===== src/rtl/mem_tx_arbiter.sv =====
// mem_tx_arbiter
//   Shares the serial memory interface between requester 0 (scheduler, high
//   priority) and requester 1 (prefetcher, low priority). TX ownership is held
//   for a whole transaction. r0_reserve keeps the channel between transactions.
//   A routing FIFO remembers who issued each outstanding read, so RX strobes
//   reach the right requester.
//
//   Optional build macro: ARB_STARVE_GUARD_EN
//     When defined, r1 is granted after STARVE_LIMIT lost arbitrations,
//     unless r0_reserve is set.
//
//   Ports:
//     clk, reset                      clock, synchronous active-high reset
//     r0_* / r1_*  (inputs)           requester commands, payloads, reserve
//     m_cmd_valid, m_cmd, m_data      muxed command towards memory_interface
//     m_cmd_started, m_tx_*           TX strobes from memory_interface
//     m_rx_*                          RX strobes from memory_interface
//     owner                           current (effective) TX owner, 1 = r1
//     r0_/r1_ started/data_next/tx_done   TX strobes gated to the owner
//     r0_/r1_ rx_started/rx_valid/rx_done RX strobes routed by the FIFO head
//     outstanding, full               routing FIFO occupancy
//     rx_error                        sticky: m_rx_done with an empty FIFO
module mem_tx_arbiter #(
    parameter int                  IO_BITS         = 2,
    parameter int                  CMD_BITS        = 3,
    parameter logic [CMD_BITS-1:0] READ_CMD        = CMD_BITS'(1),
    parameter int                  MAX_OUTSTANDING = 4,
    parameter int                  STARVE_LIMIT    = 7
) (
    input  logic                clk,
    input  logic                reset,
    input  logic                r0_cmd_valid,
    input  logic [CMD_BITS-1:0] r0_cmd,
    input  logic [IO_BITS-1:0]  r0_data,
    input  logic                r0_reply_wanted,
    input  logic                r0_reserve,
    input  logic                r1_cmd_valid,
    input  logic [CMD_BITS-1:0] r1_cmd,
    input  logic [IO_BITS-1:0]  r1_data,
    output logic                m_cmd_valid,
    output logic [CMD_BITS-1:0] m_cmd,
    output logic [IO_BITS-1:0]  m_data,
    input  logic                m_cmd_started,
    input  logic                m_tx_active,
    input  logic                m_tx_data_next,
    input  logic                m_tx_done,
    input  logic                m_rx_started,
    input  logic                m_rx_data_valid,
    input  logic                m_rx_done,
    output logic                owner,
    output logic                r0_started,
    output logic                r0_data_next,
    output logic                r0_tx_done,
    output logic                r1_started,
    output logic                r1_data_next,
    output logic                r1_tx_done,
    output logic                r0_rx_started,
    output logic                r0_rx_valid,
    output logic                r0_rx_done,
    output logic                r1_rx_started,
    output logic                r1_rx_valid,
    output logic                r1_rx_done,
    output logic [$clog2(MAX_OUTSTANDING+1)-1:0] outstanding,
    output logic                full,
    output logic                rx_error
);

    localparam int CNT_W = $clog2(MAX_OUTSTANDING + 1);
    localparam int PTR_W = (MAX_OUTSTANDING > 1) ? $clog2(MAX_OUTSTANDING) : 1;
    localparam logic [PTR_W-1:0] PTR_LAST = PTR_W'(MAX_OUTSTANDING - 1);

    typedef enum logic {OWN_R0 = 1'b0, OWN_R1 = 1'b1} owner_e;

    owner_e owner_q;
    owner_e arb_owner;
    owner_e eff_owner;
    logic   want0;
    logic   sel_r1;
    logic   sel_valid;

    assign want0 = r0_cmd_valid | r0_reserve;

`ifdef ARB_STARVE_GUARD_EN
    localparam int SW = $clog2(STARVE_LIMIT + 1);
    logic [SW-1:0] starve_cnt;
    logic          starved;

    assign starved = (starve_cnt >= SW'(STARVE_LIMIT)) & r1_cmd_valid & ~r0_reserve;

    always_comb begin
        arb_owner = OWN_R0;
        if (starved || !want0)
            arb_owner = OWN_R1;
    end

    // Counts lost arbitrations of a waiting r1; saturates at the limit.
    always_ff @(posedge clk) begin
        if (reset)
            starve_cnt <= '0;
        else if (!m_tx_active) begin
            if (arb_owner == OWN_R1)
                starve_cnt <= '0;
            else if (r1_cmd_valid && starve_cnt != SW'(STARVE_LIMIT))
                starve_cnt <= starve_cnt + 1'b1;
        end
    end
`else
    always_comb begin
        arb_owner = OWN_R1;
        if (want0)
            arb_owner = OWN_R0;
    end
`endif

    // Ownership is frozen while a transaction runs. Between transactions,
    // arbitration is combinational, so a new request is muxed through at once.
    always_ff @(posedge clk) begin
        if (reset)
            owner_q <= OWN_R1;
        else if (!m_tx_active)
            owner_q <= arb_owner;
    end

    assign eff_owner = m_tx_active ? owner_q : arb_owner;
    assign sel_r1    = (eff_owner == OWN_R1);
    assign owner     = sel_r1;

    assign m_cmd     = sel_r1 ? r1_cmd  : r0_cmd;
    assign m_data    = sel_r1 ? r1_data : r0_data;
    assign sel_valid = sel_r1 ? r1_cmd_valid : r0_cmd_valid;
    // When full, only reads are held back, because they need a routing slot.
    assign m_cmd_valid = sel_valid & ~(full & (m_cmd == READ_CMD));

    assign r0_started   = m_cmd_started  & ~sel_r1;
    assign r0_data_next = m_tx_data_next & ~sel_r1;
    assign r0_tx_done   = m_tx_done      & ~sel_r1;
    assign r1_started   = m_cmd_started  &  sel_r1;
    assign r1_data_next = m_tx_data_next &  sel_r1;
    assign r1_tx_done   = m_tx_done      &  sel_r1;

    // Routing FIFO: one {reply, src} entry per outstanding read.
    logic [MAX_OUTSTANDING-1:0] fifo_reply;
    logic [MAX_OUTSTANDING-1:0] fifo_src;
    logic [PTR_W-1:0]           rd_ptr;
    logic [PTR_W-1:0]           wr_ptr;
    logic [CNT_W-1:0]           count;
    logic                       empty;
    logic                       push_req;
    logic                       push;
    logic                       pop;
    logic                       head_live;
    logic                       head_src;

    function automatic logic [PTR_W-1:0] ptr_inc(input logic [PTR_W-1:0] p);
        return (p == PTR_LAST) ? '0 : p + 1'b1;
    endfunction

    assign empty    = (count == '0);
    assign full     = (count == CNT_W'(MAX_OUTSTANDING));
    assign push_req = m_cmd_started & (m_cmd == READ_CMD);
    assign pop      = m_rx_done & ~empty;
    // A push into a full FIFO is only accepted alongside a pop.
    assign push     = push_req & (~full | pop);

    always_ff @(posedge clk) begin
        if (reset) begin
            rd_ptr   <= '0;
            wr_ptr   <= '0;
            count    <= '0;
            rx_error <= 1'b0;
        end else begin
            if (push) begin
                fifo_reply[wr_ptr] <= sel_r1 | r0_reply_wanted;
                fifo_src[wr_ptr]   <= sel_r1;
                wr_ptr             <= ptr_inc(wr_ptr);
            end
            if (pop)
                rd_ptr <= ptr_inc(rd_ptr);
            if (push && !pop)
                count <= count + 1'b1;
            else if (pop && !push)
                count <= count - 1'b1;
            if (m_rx_done && empty)
                rx_error <= 1'b1;
        end
    end

    always_ff @(posedge clk) begin
        if (!reset)
            assert (!(push_req && full && !pop));
    end

    assign outstanding = count;
    assign head_live   = ~empty & fifo_reply[rd_ptr];
    assign head_src    = fifo_src[rd_ptr];

    assign r0_rx_started = m_rx_started    & head_live & ~head_src;
    assign r0_rx_valid   = m_rx_data_valid & head_live & ~head_src;
    assign r0_rx_done    = m_rx_done       & head_live & ~head_src;
    assign r1_rx_started = m_rx_started    & head_live &  head_src;
    assign r1_rx_valid   = m_rx_data_valid & head_live &  head_src;
    assign r1_rx_done    = m_rx_done       & head_live &  head_src;

endmodule


===== config.mk =====
export PLATFORM = sky130hd
export DESIGN_NAME = mem_tx_arbiter
export DESIGN_NICKNAME = d
export VERILOG_FILES = /design/src/rtl/mem_tx_arbiter.sv
export SDC_FILE = /design/constraint.sdc
export NUM_CORES = 1
export LEC_CHECK = 0
export BUFFER_PORTS_ARGS = -buffer_cell sky130_fd_sc_hd__buf_2
export CAP_MARGIN = 20
export CORE_MARGIN = 5
export CORE_UTILIZATION = 25
export DETAILED_ROUTE_END_ITERATION = 12
export GPL_TIMING_DRIVEN = 0
export PLACE_DENSITY = 0.49
export SLEW_MARGIN = 20
export SYNTH_ARGS = -nofsm -noshare
export SYNTH_HDL_FRONTEND = slang
export SYNTH_SLANG_ARGS = --single-unit

===== constraint.sdc =====
create_clock -name clk -period 2.8 [get_ports clk]
set_input_delay 0.56 -clock clk [delete_from_list [all_inputs] [get_ports clk]]
set_output_delay 0.56 -clock clk [all_outputs]
set_load 0.02 [all_outputs]

* Yosys cells after proc, flatten, opt, wreduce, memory -nomap -nowiden *
Cells that the tools add are included.

storage, ports and cells
  register bits = 17
  bits of input ports = 23
  logic and storage cells = 74

operators by class
  add/sub/neg operators = 4
  magnitude comparators = 3
  eq/ne operators = 4
  multiplexer cells = 17
  bitwise logic cells = 30
  reduce and logical (&&, ||, !) cells = 9

operators with widths
  kind                                                                number
  bitwise AND 1 bit                                                   21
  two-way mux 3 bit                                                   3
  bitwise mux 4 bit                                                   2
  less-than comparator 2 x 3 -> 1 bit (second input constant)         2
  two-way mux 1 bit                                                   6
  two-way mux 2 bit                                                   3
  inverter 1 bit                                                      6
  adder 2 x 1 -> 2 bit (second input constant)                        2
  binary-select mux 1 bit (select 2 bit)                              2
  equality test 2 bit (second input constant)                         2
  logical AND 1 bit                                                   4
  adder 3 x 1 -> 3 bit (second input constant)                        1
  equality test 3 x 1 -> 1 bit (second input constant)                1
  equality test 3 bit (second input constant)                         1
  logical NOT 3 bit                                                   1
  OR 1 bit                                                            3
  subtractor 3 x 1 -> 3 bit (second input constant)                   1
  demux 1 bit (select 2 bit)                                          1
  greater-or-equal comparator 2 x 1 -> 1 bit (second input constant)  1
  logical NOT 1 bit                                                   2
  AND reduction 2 bit                                                 1
  nonzero test 2 bit                                                  1

* Logic depth before layout (Yosys ltp) *
  depth after elaboration = 11
  gate-level depth with buffers = 10
  mapped depth without buffers = 10

* Least setup slack after synthesis *
No wires, ideal clock.

  kind = input to register
  from = input r0_reserve
  to = register count[2] (netlist: outstanding[2])
  data arrival time = 2731 ps
  required time = 2729 ps
  path slack = -2 ps
  stages = 10
  buffers on the path = 0
  cell sequence = or3_4 -> a2111oi_4 -> o21ai_2 -> inv_1 -> ha_1 -> inv_1 -> fa_1 -> xor2_1 -> or3_1 -> a21oi_1

between the ends
  cells in the longest elaborated chain, start to end = 10
  elaborated cells between the ends (all ways) = 12
  those cells by class = eq/ne (1); mux (4); bitwise (3); reduce/logical (4)

RTL lines
  item                                 line  source
  from (decl)                          36    input logic r0_reserve,
  OR 1 bit (*)                         81    assign want0 = r0_cmd_valid | r0_reserve;
  two-way mux 1 bit (*)                110   if (want0)
  two-way mux 1 bit (*)                -
  two-way mux 3 bit (*)                128   assign m_cmd = sel_r1 ? r1_cmd : r0_cmd;
  equality test 3 x 1 -> 1 bit (*)     160   assign push_req = m_cmd_started & (m_cmd == READ_CMD);
  bitwise AND 1 bit (*)                160
  bitwise AND 1 bit (*)                163   assign push = push_req & (~full | pop);
  named net push                       149   logic push;
  logical NOT 1 bit                    181   else if (pop && !push)
  logical AND 1 bit                    181
  nonzero test 2 bit (no source line)  -
  to (signal assigned)                 180   count <= count + 1'b1;
  to (signal assigned)                 182   count <= count - 1'b1;
  to (decl)                            146   logic [CNT_W-1:0] count;

Mark *: on every way through the listed nets, which the timed path passes. The rest lies on a longest branch.
A chain may end at the register's enable or synchronous reset.

* Final worst setup path *
  from = input r0_cmd_valid
  to = register count[2] (netlist: outstanding[2])

between the ends
  cells in the longest elaborated chain, start to end = 10
  elaborated cells between the ends (all ways) = 12
  those cells by class = eq/ne (1); mux (4); bitwise (3); reduce/logical (4)

RTL lines
  item                                 line  source
  from (decl)                          32    input logic r0_cmd_valid,
  OR 1 bit (*)                         81
  two-way mux 1 bit (*)                110
  two-way mux 1 bit (*)                -
  two-way mux 3 bit (*)                128
  equality test 3 x 1 -> 1 bit (*)     160
  bitwise AND 1 bit (*)                160
  bitwise AND 1 bit (*)                163
  named net push                       149
  logical NOT 1 bit                    181
  logical AND 1 bit                    181
  nonzero test 2 bit (no source line)  -

Marked as above.

==> metrics.md <==
| Metric | Value |
|---|---|
| Pin slew with the least headroom to its limit | roughly 0.48 ns |
| Relative max-transition margin | between 60% and 70% |
| Largest incremental delay on the critical path | 0.44 ns |
| Setup crit end kind | register |
| Inserted Clock Buffers | 3 |
| Initial antenna violation count | 0 |
| Initial Util | approximately a quarter |
| Via count | 917 |
| Antenna Violating Nets Remaining | 0 |
| Number of sinks driven by the clock tree | 17 |
| Required time worst endpoint | around 3.0 ns |
| Number of endpoints failing setup at the final stage | 0 |
| Result of the run | completed |
| Async set-reset flop share out of synthesis | 0% |
| Gp weighted congestion | slightly below 0.7 |
| Aggregate negative setup slack | 0 ns |
| Internal reg-to-reg setup slack | about 0.45 ns |
| Max-cap viol count | 0 |
| Predominant post-synthesis flop cell | dfxtp_1 |
| Kind of path behind the tightest hold check | reg2reg |
| Boundary Pins | between 40 and 50 |
| Floorplan Core Area | around 4000 um^2 |
| Sequential cell area in the final layout | around 420 um^2 |
| Cells along the critical path | buf_2, or3_4, a2111oi_4, o21ai_4, inv_2, ha_4, inv_1, fa_2, xor2_1, or3_1, a21oi_2 |
| Worst-path fanout max | 2 |
| Worst-path clk slew | around 0.070 ns |
| Share of post-route cells with drive strength above 1 | 43.5% |
| Area of the mapped netlist | about 1000 um^2 |
| CP delay by family, top | simple AND/OR/NAND/NOR gates |
| Mapped Avg Cell Area | around 10 um^2 |
| Leading cell types by total area after synthesis | edfxtp_1, dfxtp_1, ha_1, mux2_2, mux4_2 |
| Total gr overflow | 0 |
| Critical path's slowest cell | a2111oi_4 |
| Sequential-to-total area share from yosys stat | between 40 and 50% |
| End of the worst register-to-register path | outstanding[2] |
| Die Y | 74.2 um |
| Later-pin clock latency in the skew report | 0.25 ns |
| Routed wire length | about 2400 um |
| First-pass GRT wire length | between 3000 and 4000 um |
| Post-layout net count | about 190 |
| Worst path bufs/invs | 3 |
| Post-Syn Instances | roughly 100 |
| Launch instance of the worst min-delay path | rx_error |
| Iteration count of the initial detailed-routing pass | 3 |
| Post-Syn Nets | around 130 |
| Drt initial violations | 34 |
| Wire length per cell | approximately 12 um |
| Data arrival at the endpoint of the critical path | between 2 and 3 ns |
| Final number of hold-violating endpoints | 0 |
| Root buf cell | clkbuf_8 |
| R2R cell count | 8 |
| Overall fraction of global-route tracks in use | 9.21% |
| Area overhead of the layout relative to synthesis | 36.9% |
| Count of port buffers added during placement | 46 |
| Cell row count | 23 |
| Pin count of the biggest net entering global routing | 11 |
| Hold Path End | rx_error |
| Final period demand of the worst path | 2.69 ns |
| Leading cell type by number of instances after synthesis | nor2_1 |
| Post-route core utilization | 35.3% |
| Depth of the CTS H-tree | 1 |
| Worst r2r src | outstanding[0] |
| Number of max-slew violations in the final report | 0 |
| Drt via density | ~4.5 |
| Leading cell types by count after synthesis | nor2_1, nand2_1, dfxtp_1 |
| Top-area cell type share of the netlist area | approximately a quarter |
| Max Freq | 372 MHz |
| Die Area | roughly 5500 um^2 |
| CP Class | in2reg |
| Depth of the worst hold-timing path | 2 |
| Number of global-route vias before repair | around 940 |
| Cell type contributing the most total cell area after synthesis | edfxtp_1 |
| Buffer levels on the longest clock path | 2 |
| Part of the cycle the worst path needs | 95.9% |
| Count of synthesis-stage warnings from yosys | 0 |
| Leakage power summed over all cells | ~0.00065 uW |
| Synth Register Bits | 17 |
| Clock tree from TritonCTS | yes |
| DPL Wire Length | 2030 um |
| Width of the die | about 74 um |
| Critical Path Start Type | primary input |
| Total power per unit cell area | 666 nW/um^2 |
| Worst clock skew | 0.00218 ns |
| Largest vdd supply drop | about 180 uV |
| Number of diodes | 0 |
| Number of hold buffers added after CTS | 0 |
| Count of flip-flops with a built-in enable after synthesis | 8 |
| Remaining routing DRC violations | 0 |
| Footprint of the multi-input gates | approximately 600 um^2 |
| Number of different library cells in the post-synthesis netlist | 29 |
| # fillers | 403 |
-- kinds of logic (layout without fill, tap and decap cells) --
kind of cell / Yosys count / in the layout / synth area share, %
AO/OA/AOI/OAI: 11 / 11 / 8.50
XOR/XNOR: 2 / 2 / 1.70
adder cells (fa/ha/maj): 7 / 7 / 9.22
buffers and inverters: 9 / 61 / 3.28
flip-flops: 17 / 17 / 40.8
multiplexers: 9 / 9 / 12.1
AND/OR/NAND/NOR: 47 / 47 / 24.4
-- through the flow --
step           instances  setup WS [ns]  power, uW  hold WS, ns  area (um^2)
3_5_place_dp         198         -0.285        747        0.461         1320
2_1_floorplan        102         0.0163        622        0.475         1030
5_1_grt              204       -0.00867       1020        0.521         1410
4_1_cts              202         0.0503        934        0.477         1380
6_report             204          0.114        941        0.472         1410
3_3_place_gp         198         -0.213        733        0.447         1320
-- state kept, by name, summed over array words and instances (netlist names) --
register     flops
rx_error         1
rd_ptr           2
fifo_src         4
fifo_reply       4
wr_ptr           2
outstanding      3
owner_q          1
-- what timing repair did --
item	CTS	global route
endpoints found under the setup margin	1	1
gates cloned	0	0
setup buffers	0	2
resized for setup	1	5
pin swaps	1	5
hold endpoints to repair	0	0
-- report_power, final --
part / total, uW / switching, uW / internal, uW
Combinational: 419 / 239 / 180
Clock: 182 / 83.2 / 98.7
Sequential: 340 / 45.3 / 295
Total: 941 / 367 / 573
-- cell type report --
| type | count | share of cell area (%) |
|---|---|---|
| Clock inverter | 1 | 0.355 |
| Inverter | 7 | 1.86 |
| Multi-Input combinational cell | 76 | 42.7 |
| Timing Repair Buffer | 48 | 17.4 |
| Sequential cell | 17 | 29.8 |
| Tap cell | 50 | 4.43 |
| Buffer | 2 | 0.532 |
| Clock buffer | 3 | 2.93 |
-- worst register-to-register path, delay by kind of cell (launching register included) --
kind                     cells  cell delay [ns]
AO/OA/AOI/OAI                1             0.12
XOR/XNOR                     1             0.16
adder cells (fa/ha/maj)      2             0.51
buffers and inverters        1             0.05
flip-flops                   1             0.37
AND/OR/NAND/NOR              3             1.08
-- metal layers --
layer,up-vias,track usage [%],part of all wire (%)
li1,458,-,-
met1,420,10.6,43
met2,35,16.0,49
met3,4,2.70,6.4
met4,0,3.56,1.0
met5,-,0,0
-- cells in the final DEF, fill, tap and decap left out, types with 2 or more instances in the layout --
cell type and n:
a21oi_1 3, and3_1 4, buf_2 46, buf_4 2
clkbuf_1 2, clkbuf_8 3, dfxtp_1 9, edfxtp_1 8
ha_1 5, inv_1 6, mux2_2 4, mux2i_1 2
mux4_2 2, nand2_1 10, nand2b_1 5, nor2_1 11
nor2b_1 3, nor3_1 2, nor3b_1 5, o21ai_0 3
or3_1 3, xor2_1 2
-- worst max-delay path by stage --
stage                 start              to  slack (ns)  depth (start not counted)
6_report       r0_cmd_valid  outstanding[2]        0.11                         11
5_1_grt        r0_cmd_valid  outstanding[2]      -0.009                         11
4_1_cts          r0_reserve  outstanding[2]        0.05                         11
3_5_place_dp     r0_reserve  outstanding[2]       -0.28                         11
3_3_place_gp     r0_reserve  outstanding[2]       -0.21                         11
2_1_floorplan    r0_reserve  outstanding[2]        0.02                         10
Note: power is estimated with default switching activity, not from simulation.
